File: src/rtl/npc_fetch_if.sv
// npc_fetch_if: D-stage control-transfer inputs, hazard stall and F-stage PC outputs of the fetch unit.
interface npc_fetch_if;
  logic        stall;
  logic [2:0]  br_type;
  logic        cmp_eq;
  logic [31:0] d_pc;
  logic [15:0] imm16;
  logic [25:0] instr_index;
  logic [31:0] rs_value;
  logic [31:0] f_pc;
  logic [31:0] f_pc_plus4;
  logic        redirect;
  logic        flush_fd;
  logic        pc_misalign;
  modport master (
    output stall, br_type, cmp_eq, d_pc, imm16, instr_index, rs_value,
    input  f_pc, f_pc_plus4, redirect, flush_fd, pc_misalign
  );
  modport slave (
    input  stall, br_type, cmp_eq, d_pc, imm16, instr_index, rs_value,
    output f_pc, f_pc_plus4, redirect, flush_fd, pc_misalign
  );
endinterface

File: src/rtl/npc_fetch.sv
// npc_fetch: F-stage PC register and next-PC select; NPC_DELAY_SLOT_EN keeps the delay-slot fetch instead of flushing it.
module npc_fetch #(
  parameter logic [31:0] RESET_PC = 32'h0000_3000
) (
  input logic       clk,
  input logic       reset,
  npc_fetch_if.slave bus
);
  logic [31:0] seq_pc, br_target, target, next_pc;
  logic        taken;
  assign bus.f_pc_plus4 = bus.f_pc + 32'd4;
  always_comb begin
    seq_pc    = bus.d_pc + 32'd4;
    br_target = seq_pc + {{14{bus.imm16[15]}}, bus.imm16, 2'b00};
    taken     = ((bus.br_type == 3'd1) & bus.cmp_eq) | ((bus.br_type == 3'd2) & ~bus.cmp_eq) |
                (bus.br_type == 3'd3) | (bus.br_type == 3'd4);
    target    = (bus.br_type == 3'd3) ? {seq_pc[31:28], bus.instr_index, 2'b00} :
                (bus.br_type == 3'd4) ? bus.rs_value : br_target;
    bus.redirect = taken & ~bus.stall;
    next_pc   = bus.stall ? bus.f_pc : bus.redirect ? target : bus.f_pc_plus4;
  end
`ifdef NPC_DELAY_SLOT_EN
  assign bus.flush_fd = 1'b0;
`else
  assign bus.flush_fd = bus.redirect;
`endif
  // misalign is sticky: once an unaligned PC was fetched, only reset clears it
  always_ff @(posedge clk) begin
    if (reset) begin
      bus.f_pc        <= RESET_PC;
      bus.pc_misalign <= 1'b0;
    end else begin
      bus.f_pc        <= next_pc;
      bus.pc_misalign <= bus.pc_misalign | (|next_pc[1:0]);
    end
  end
endmodule

File: src/flat_wrapper.sv
// flat-port wrapper written by rule: the top's interface ports become plain ports
module npc_fetch_flat 
#(
  parameter logic [31:0] RESET_PC = 32'h0000_3000
)
  (clk, reset, bus_stall, bus_br_type, bus_cmp_eq, bus_d_pc, bus_imm16, bus_instr_index, bus_rs_value, bus_f_pc, bus_f_pc_plus4, bus_redirect, bus_flush_fd, bus_pc_misalign);
  npc_fetch_if bus_i ();
  input logic clk;
  input logic reset;
  input wire logic [$bits(bus_i.stall)-1:0] bus_stall;
  input wire logic [$bits(bus_i.br_type)-1:0] bus_br_type;
  input wire logic [$bits(bus_i.cmp_eq)-1:0] bus_cmp_eq;
  input wire logic [$bits(bus_i.d_pc)-1:0] bus_d_pc;
  input wire logic [$bits(bus_i.imm16)-1:0] bus_imm16;
  input wire logic [$bits(bus_i.instr_index)-1:0] bus_instr_index;
  input wire logic [$bits(bus_i.rs_value)-1:0] bus_rs_value;
  output wire logic [$bits(bus_i.f_pc)-1:0] bus_f_pc;
  output wire logic [$bits(bus_i.f_pc_plus4)-1:0] bus_f_pc_plus4;
  output wire logic [$bits(bus_i.redirect)-1:0] bus_redirect;
  output wire logic [$bits(bus_i.flush_fd)-1:0] bus_flush_fd;
  output wire logic [$bits(bus_i.pc_misalign)-1:0] bus_pc_misalign;
  assign bus_i.stall = bus_stall;
  assign bus_i.br_type = bus_br_type;
  assign bus_i.cmp_eq = bus_cmp_eq;
  assign bus_i.d_pc = bus_d_pc;
  assign bus_i.imm16 = bus_imm16;
  assign bus_i.instr_index = bus_instr_index;
  assign bus_i.rs_value = bus_rs_value;
  assign bus_f_pc = bus_i.f_pc;
  assign bus_f_pc_plus4 = bus_i.f_pc_plus4;
  assign bus_redirect = bus_i.redirect;
  assign bus_flush_fd = bus_i.flush_fd;
  assign bus_pc_misalign = bus_i.pc_misalign;
  npc_fetch #(.RESET_PC(RESET_PC)) u_core (.clk(clk), .reset(reset), .bus(bus_i));
endmodule
File: config.mk
export PLATFORM = sky130hd
export DESIGN_NAME = npc_fetch_flat
export DESIGN_NICKNAME = d
export VERILOG_FILES = /design/src/rtl/npc_fetch_if.sv /design/src/rtl/npc_fetch.sv /design/src/flat_wrapper.sv
export SDC_FILE = /design/constraint.sdc
export NUM_CORES = 1
export LEC_CHECK = 0
export ABC_AREA = 0
export BUFFER_PORTS_ARGS = -buffer_cell sky130_fd_sc_hd__buf_2
export CORE_ASPECT_RATIO = 0.6
export CORE_MARGIN = 10
export CORE_UTILIZATION = 40
export DETAILED_ROUTE_END_ITERATION = 6
export PLACE_DENSITY_LB_ADDON = 0.2
export SLEW_MARGIN = 20
export SYNTH_ARGS = -nofsm -noshare
export SYNTH_HDL_FRONTEND = slang
export SYNTH_SLANG_ARGS = --single-unit
File: constraint.sdc
create_clock -name clk -period 4 [get_ports clk]
set_input_delay 0.2 -clock clk [delete_from_list [all_inputs] [get_ports clk]]
set_output_delay 0.2 -clock clk [all_outputs]
set_load 0.01 [all_outputs]
==> flow_summary.ini <==
[run_status]
status = finished, final reports clean

[timing]
finalSetupViolCount = 0
worst-slew-pin-transition_ns = 0.936
setup_tns_ns = 0
fin_worst_skew_ns = 0.00601
rsz0062_at_grt = no
fmax_mhz = 287
period_share_pct = 87.1
slew_headroom_pct = 37.6
slew_viol_final = 0
finalHoldViolCount = 0
fin_crit_ns = 3.48

[cts]
cts_tree = done
clockBufferDepth = 2
clock-sinks = 33
clock_latency_ns = 0.28
h-tree-depth = 2
clkTransAtPathRegs_ns = 0.05
cts_root_buf = clkbuf_16
cts_buffers = 5
postCtsSetupRepairBufs = 0
cts_resized = 0
cts_hold_buffers = 0

[route]
wl_per_cell_um = 19.1
vias = 5754
wl_mm = 18.9
dr.first_iter.drc_count = 503
antenna_left = 0
drt-vias-per-instance = 5.81
dr.pass1.iters = 6
drc_errors = 0

[synthesis]
yosys-top-cells-area = dfxtp_1, ha_1, xnor2_1, a21oi_1, nor2_1
synth_fp_nets = 823
async_flop_share_pct = 0
synth.avg_cell_area_um2 = 7.35
yosysWarnings = 0
synth-seq-cells = 33
ys.flop_type = dfxtp_1
ys_types = 76
synthCells = 673
synth_edf_count = 0
netlist_area_um2 = 4950
yosysTopAreaCell = dfxtp_1
yosysSeqAreaShare_pct = 13.4
yosys.area.top_type_share_pct = 13.4

[run]
drv_cap = 0

[place]
dp_hpwl_mm = 15.4
place.gp.congestion = 0.948
port-buffer-count = 179

[die]
die_area_um2 = 17400
dieHeight_um = 106
ios = 180
fp-row-count = 31
die_w_um = 164
start_util_pct = 41.0
core_um2 = 12100

[final_layout]
syn_to_final_growth_pct = 22.5
antenna_cells = 0
multi_input_area_um2 = 4040
regArea_um2 = 661
fillers = 1217
fin_nets = 975
postLayoutCoreUtil_pct = 50.2
drive_gt1_share_pct = 28.0

[pwr]
p_leak_nw = 2.78
vdd_drop_max_mv = 0.144
power_density_nw_per_um2 = 240

[global_route]
grt_pass1_wl_mm = 29.4
grt_pass1_vias = 5549
grt_max_degree = 53
grt_antenna_before_repair = 0
grt.overflow.total = 0
grt.total_usage_pct = 20.4

[critical_path]
path_max_fanout = 5
cp.arrival_ns = 3.61
cp-start-kind = input port
ff2ff_setup_slack_ns = 1.27
crit_type = input port to flip-flop
cp_data_required_time_ns = 4.13
end_kind = flip-flop

[hold_path]
hold_class = input port to flip-flop
kinds of logic after synthesis:
kind of cell / count (synthesis) / synth area share [%]
flip-flops: 33 / 13.4
AO/OA/AOI/OAI: 218 / 29.1
XOR/XNOR: 78 / 14.6
adder cells (fa/ha/maj): 37 / 9.51
AND/OR/NAND/NOR: 242 / 27.2
buffers and inverters: 59 / 5.01
multiplexers: 6 / 1.21
synthesized netlist by cell type (all sizes together), types with 7 or more instances:
cell	number
a211oi	7
a21o	28
a21oi	70
a31oi	12
and3	18
buf	9
clkbuf	31
dfxtp	33
ha	36
inv	19
nand2	58
nand3	33
nand4	17
nor2	74
nor3	9
o211ai	22
o21ai	35
o221ai	7
o22ai	7
or3	8
xnor2	52
xor2	26
routing by layer:
| metal | wire length, um | global-route usage (%) |
|---|---|---|
| met5 | 0 | 0 |
| met3 | 1910 | 6.51 |
| met4 | 140 | 2.73 |
| met2 | 8090 | 31.2 |
| met1 | 8750 | 28.0 |
worst paths after layout:
path / start / to / cells past startpoint
hold reg to reg: u_core.bus.pc_misalign / u_core.bus.pc_misalign / 2
setup / recovery: bus_d_pc[4] / u_core.bus.f_pc[31] / 17
setup reg to reg: u_core.bus.f_pc[2] / u_core.bus.f_pc[26] / 10
hold / removal: bus_rs_value[24] / u_core.bus.f_pc[24] / 3
cell usage in the layout, fill, tap and decap left out, types with 26 or more instances in the layout:
| master | Yosys | layout |
|---|---|---|
| xnor2_1 | 50 | 50 |
| nor2_1 | 68 | 68 |
| a21o_1 | 28 | 28 |
| ha_1 | 36 | 36 |
| o21ai_0 | 28 | 28 |
| nand2_1 | 57 | 57 |
| buf_2 | 1 | 179 |
| a21oi_1 | 68 | 68 |
| dfxtp_1 | 33 | 33 |
| nand3_1 | 26 | 26 |
power by group:
group	internal (mW)	switching [mW]	leakage [nW]	total, mW
Clock	0.231	0.140	0.0652	0.372
Combinational	0.288	0.399	2.44	0.687
Sequential	0.355	0.0421	0.271	0.397
Total	0.874	0.582	2.78	1.46
metrics by stage:
| step | hold WS [ns] | worst slack [ns] | cell area (um^2) | power [mW] | std cells |
|---|---|---|---|---|---|
| after floorplan | 0.394 | 0.819 | 4950 | 0.837 | 673 |
| after global placement | 0.468 | 0.399 | 5920 | 1.07 | 983 |
| after detailed placement | 0.482 | 0.264 | 5920 | 1.08 | 983 |
| after CTS | 0.221 | 0.554 | 6060 | 1.46 | 991 |
| after global routing | 0.254 | 0.112 | 6060 | 1.55 | 991 |
| final | 0.228 | 0.517 | 6060 | 1.46 | 991 |
layout make-up:
cell class              count  share of cell area, %
multi-input cells         581                   66.7
repair buffers            185                   15.5
flip-flops and latches     33                   10.9
well taps                 165                   3.41
clock buffers               8                   2.25
inverters                  19                   1.18
state kept, by name (all words and copies together) (netlist names):
name,count
u_core.bus.pc_misalign,1
u_core.bus.f_pc,32
worst max-delay path: stages:
cell and delay [ns]:
buf_2 0.13, and4_4 0.27, nand4_4 0.14, nor2_1 0.36
nand4_1 0.17, xnor2_1 0.15, ha_1 0.37, nand2_2 0.10
nor2_2 0.18, nand4_1 0.21, nor4b_4 0.36, nor2_2 0.09
o21ai_2 0.20, nand4_1 0.12, and3_1 0.17, a311oi_1 0.25
o22ai_1 0.12
(Power assumes the default switching activity.)
